### config.mk
export PLATFORM = sky130hd
export DESIGN_NAME = pll_loop_filter_rw
export DESIGN_NICKNAME = d
export VERILOG_FILES = /design/src/rtl/pll_pkg.sv /design/src/rtl/pll_rate_tick.sv /design/src/rtl/pll_loop_filter_rw.sv
export SDC_FILE = /design/constraint.sdc
export NUM_CORES = 1
export LEC_CHECK = 0
export ABC_AREA = 0
export CORE_MARGIN = 5
export CORE_UTILIZATION = 40
export DETAILED_ROUTE_END_ITERATION = 6
export PLACE_DENSITY_LB_ADDON = 0.05
export SYNTH_ARGS = -nofsm -noshare
export SYNTH_HDL_FRONTEND = slang
export SYNTH_SLANG_ARGS = --single-unit
### constraint.sdc
create_clock -name clk_i -period 5.9 [get_ports clk_i]
set_input_delay 0.59 -clock clk_i [delete_from_list [all_inputs] [get_ports clk_i]]
set_output_delay 0.59 -clock clk_i [all_outputs]
set_load 0.03 [all_outputs]
### src/rtl/pll_pkg.sv
// Shared types and defaults for the digital PLL loop-filter blocks.
package pll_pkg;

    typedef enum logic {FIRST_ORDER, SECOND_ORDER} lf_mode_e;

    typedef enum logic [1:0] {SHIFT_NONE, SHIFT_POS, SHIFT_NEG} shift_dir_e;

    localparam int LF_CNT_W_DEF = 8;

endpackage

### src/rtl/pll_rate_tick.sv
// Free-running divider: one tick every 2**RATE_SH enabled cycles, on the wrap cycle.
module pll_rate_tick #(
    parameter int RATE_SH = 4
) (
    input  logic clk_i,
    input  logic reset_i,
    input  logic en_i,
    output logic tick_o
);

    if (RATE_SH == 0) begin : g_none
        assign tick_o = en_i;
    end else begin : g_div
        logic [RATE_SH-1:0] div_q;

        always_ff @(posedge clk_i or posedge reset_i) begin
            if (reset_i)   div_q <= '0;
            else if (en_i) div_q <= div_q + 1'b1;
        end

        assign tick_o = en_i && (div_q == '1);
    end

endmodule

### src/rtl/pll_loop_filter_rw.sv
// Random-walk PLL loop filter with optional frequency-tracking integral and post-shift hold-off.
module pll_loop_filter_rw
    import pll_pkg::*;
#(
    parameter int CNT_W   = LF_CNT_W_DEF,
    parameter int INT_W   = 6,
    parameter int RATE_SH = 4,
    parameter int HOLDOFF = 4
) (
    input  logic                    clk_i,
    input  logic                    reset_i,
    input  logic                    enable_i,
    input  logic                    mode_i,
    input  logic [CNT_W-2:0]        threshold_i,
    input  logic                    forwarding_i,
    input  logic                    slowing_i,
    output logic                    positiveShift_o,
    output logic                    negativeShift_o,
    output logic signed [CNT_W-1:0] count_o,
    output logic signed [INT_W-1:0] integral_o,
    output logic                    sat_o
);

    localparam int N_W  = CNT_W + 1;
    localparam int HO_W = (HOLDOFF > 0) ? $clog2(HOLDOFF + 1) : 1;
    localparam logic signed [INT_W-1:0] INT_MAX = {1'b0, {(INT_W-1){1'b1}}};
    localparam logic signed [INT_W-1:0] INT_MIN = {1'b1, {(INT_W-1){1'b0}}};

    logic signed [CNT_W-1:0] count_q, count_d;
    logic signed [INT_W-1:0] integral_q, integral_d;
    logic [HO_W-1:0]         hold_q, hold_d;
    logic [CNT_W-2:0]        k_q, k_d, k_sel;
    logic                    pos_q, pos_d, neg_q, neg_d;
    logic                    tick;
    lf_mode_e                mode;
    shift_dir_e              dir;
    logic signed [N_W-1:0]   vote, inj, n, keff;

    assign mode = mode_i ? SECOND_ORDER : FIRST_ORDER;

    pll_rate_tick #(.RATE_SH(RATE_SH)) u_tick (
        .clk_i  (clk_i),
        .reset_i(reset_i),
        .en_i   (enable_i),
        .tick_o (tick)
    );

    always_comb begin
        vote = '0;
        if (forwarding_i && !slowing_i)      vote = N_W'(1);
        else if (slowing_i && !forwarding_i) vote = N_W'(-1);

        inj = (mode == SECOND_ORDER && tick) ? N_W'(integral_q) : '0;
        n   = N_W'(count_q) + vote + inj;

        // The trip level only follows threshold_i while the walk is parked at zero.
        k_sel = (count_q == '0) ? threshold_i : k_q;
        k_d   = k_sel;
        keff  = (k_sel == '0) ? N_W'(1) : N_W'($signed({1'b0, k_sel}));

        dir = SHIFT_NONE;
        if (enable_i && hold_q == '0) begin
            if (n >= keff)       dir = SHIFT_POS;
            else if (n <= -keff) dir = SHIFT_NEG;
        end

        pos_d      = (dir == SHIFT_POS);
        neg_d      = (dir == SHIFT_NEG);
        hold_d     = (hold_q != '0) ? hold_q - 1'b1 : '0;
        count_d    = count_q;
        integral_d = integral_q;

        if (dir != SHIFT_NONE) begin
            count_d = '0;
            hold_d  = HO_W'(HOLDOFF);
            if (mode == SECOND_ORDER) begin
                if (dir == SHIFT_POS && integral_q != INT_MAX) integral_d = integral_q + INT_W'(1);
                if (dir == SHIFT_NEG && integral_q != INT_MIN) integral_d = integral_q - INT_W'(1);
            end
        end else if (enable_i) begin
            // Outside hold-off n is already inside the band, so the clamp only bites during hold-off.
            if (n > keff)       count_d = CNT_W'(keff);
            else if (n < -keff) count_d = CNT_W'(-keff);
            else                count_d = CNT_W'(n);
        end
    end

    always_ff @(posedge clk_i or posedge reset_i) begin
        if (reset_i) begin
            count_q    <= '0;
            integral_q <= '0;
            hold_q     <= '0;
            k_q        <= '0;
            pos_q      <= 1'b0;
            neg_q      <= 1'b0;
        end else begin
            count_q    <= count_d;
            integral_q <= integral_d;
            hold_q     <= hold_d;
            k_q        <= k_d;
            pos_q      <= pos_d;
            neg_q      <= neg_d;
        end
    end

    assign positiveShift_o = pos_q;
    assign negativeShift_o = neg_q;
    assign count_o         = count_q;
    assign integral_o      = integral_q;
    assign sat_o           = (integral_q == INT_MAX) || (integral_q == INT_MIN);

endmodule

==> results.tsv <==
metric	value	unit
cts.sinks	30	
hpwlAfterDp	6218	um
min_path_type	reg2reg	
yosys.area.top_type_share	25.83	%
finalHoldViolCount	0	
wl_met1	3558	um
totalWireLength	7636	um
endpoint_kind	flip-flop	
synth_top_family_by_area	compound AO/OA/AOI/OAI gates	
placedCellCount	469	
endpoint	integral_o[5]$_DFFE_PP0P_	
core_area	7176	um2
r2r.worst_path.cells	24	
crit_top_cell	ha_1	
yosys.area_share.simple	16.79	%
ys_seq_elements	30	
grt_overflow	0	
yosysSeqAreaShare	25.83	%
post_drt_wl_per_cell	15.91	um
crit_required	6100	ps
dr_wl_met3	233	um
yosys.area_share.xor_xnor	5.725	%
cts_buffers	5	
cp.arrival	5840	ps
gp_congestion	0.8448	
r2r_setup_slack	350	ps
placementRows	31	
synthesis.area	2907	um2
holdWs	457.5	ps
reg2reg_from	count_o[3]$_DFFE_PP0P_	
syn_avg_cell_area	9.346	um2
r2r_end	integral_o[5]$_DFFE_PP0P_	
synthMuxAreaShare	5.424	%
maxSlewHeadroom	55.71	%
synthFlopType	dfrtp_1	
ys_top_cells_by_count	36 x inv_1, 30 x dfrtp_1, 29 x ha_1	
synth_compound_area_share	21.09	%
synth_top_cell_by_area	dfrtp_1	
crit_fanout	4	
area_delta_synth_final	27.90	%
multi_input_area	2037	um2
status	completed	
worst_pin_slew	645.9	ps
diodes	0	
root_buffer	clkbuf_8	
port_buffers	29	
topRoutingLayerUsed	met4	
skew	5.820	ps
grt_usage	17.97	%
met2_length	3755	um
grt_pass1_vias	2526	
fin_crit_sh	95.47	%
dp_slack	-162.3	ps
nets	432	
dieArea	9071	um2
worstSetupStartpoint	mode_i	
grt_pass1_wl	12650	um
critPathKind	in2reg	
async_reset_ff_share	100.0	%
drt_first_pass_iters	4	
ant_nets	0	
cts_tree	built	
start_util	40.51	%
synthAdderAreaFrac	19.37	%
synth_cell_types	70	
seqCellArea	750.7	um2
fp.dieW	95.24	um
post-route-util	51.80	%
drive_gt1_share	20.21	%
worst_slack	267.2	ps
antenna_found_initial	0	
synth_edf_count	0	
hp-start	hold_q[0]$_DFF_PP0_	
synth.area.top_cells	dfrtp_1 26%, ha_1 12%, fa_1 6.9%	
syn_nets	363	
drt_iter0_drc	91	
grt_max_degree	31	
synth.most_common_cell	inv_1	
clockBufferDepth	2	
drc	0	
drv_cap	0	
fin_cells	480	
clkSlewWorstSetupHoldPaths	70	ps
die_y	95.24	um
routed_via_density	5.275	
clk-insertion-delay-late	280	ps
num_io_pins	30	
fillers	695	
syn_inst	311	
fmax	0.1775	GHz
vias	2532	
crit_path_start_kind	primary input	
max_stage_delay	490	ps
postCtsHoldBufs	0	
slew_violations	0	
cts-htree-levels	2	
finalSetupViolCount	0	
yosys_warnings	0	
min_period	5633	ps
crit_slowest_cell	clkdlybuf4s50_1	
[what timing repair did]
action                     in CTS  in global routing
gates resized for setup         0                  9
buffers inserted                0                  3
setup endpoints to repair       0                  2
[critical path: cells and delay by family]
family | cells | cell delay, ps
AOI/OAI and AO/OA | 9 | 1770
xor gates and xnor gates | 2 | 360
adders and majority gates | 4 | 1300
buffers and inverters | 2 | 610
and+or+nand+nor | 10 | 1220
[final cells by class]
| type | instances | share of cell area (%) |
|---|---|---|
| Multi-Input combinational cell | 239 | 54.80 |
| Sequential cell | 30 | 20.20 |
| Timing Repair Buffer | 66 | 15.28 |
| Inverter | 38 | 3.837 |
| Tap cell | 99 | 3.332 |
| Clock buffer | 6 | 2.221 |
| Clock inverter | 2 | 0.3366 |
[layout by cell type (no fill, tap or decap), types with 12 or more instances in the layout]
master            n
inv_1            36
a21oi_1          13
ha_1             28
nand2_1          14
xnor2_1          15
dfrtp_1          30
buf_4            37
nand3_1          12
nor2_1           19
clkdlybuf4s50_1  29
[worst min path at each step]
stage                     endpoint  slack, ps  cells after the start
2_1_floorplan  hold_q[0]$_DFF_PP0_        430                      1
3_3_place_gp   hold_q[0]$_DFF_PP0_        440                      1
3_5_place_dp   hold_q[0]$_DFF_PP0_        450                      1
4_1_cts        hold_q[0]$_DFF_PP0_        460                      1
5_1_grt        hold_q[0]$_DFF_PP0_        490                      1
6_report       hold_q[0]$_DFF_PP0_        460                      1
[logic make-up after synthesis]
| group | count (synthesis) |
|---|---|
| DFF | 30 |
| AOI/OAI and AO/OA | 77 |
| buffers and inverters | 42 |
| and+or+nand+nor | 89 |
| muxes | 14 |
| xor gates and xnor gates | 19 |
| adders and majority gates | 39 |
| other | 1 |
[sequential cells by signal, summed over array words and instances, names as in the netlist]
name / count
hold_q: 3
count_o: 8
negativeShift_o: 1
u_tick.g_div.div_q: 4
positiveShift_o: 1
k_q: 7
integral_o: 6
[through the flow]
stage | instance area [um2] | setup TNS [ps]
4_1_cts | 3655 | 0
5_1_grt | 3717 | -30.99
3_3_place_gp | 3560 | -32.11
2_1_floorplan | 2912 | 0
6_report | 3717 | 0
3_5_place_dp | 3560 | -186.7
[metal layers]
layer  track usage, %  up-vias
li1                 -     1272
met2            30.15       37
met3            2.526        6
met1            24.16     1217
met4            4.808        0
met5                0        -
Power is left out: the tool's default activity adds up to more than one toggle a clock period on the data nets, which glitch-free logic cannot reach.
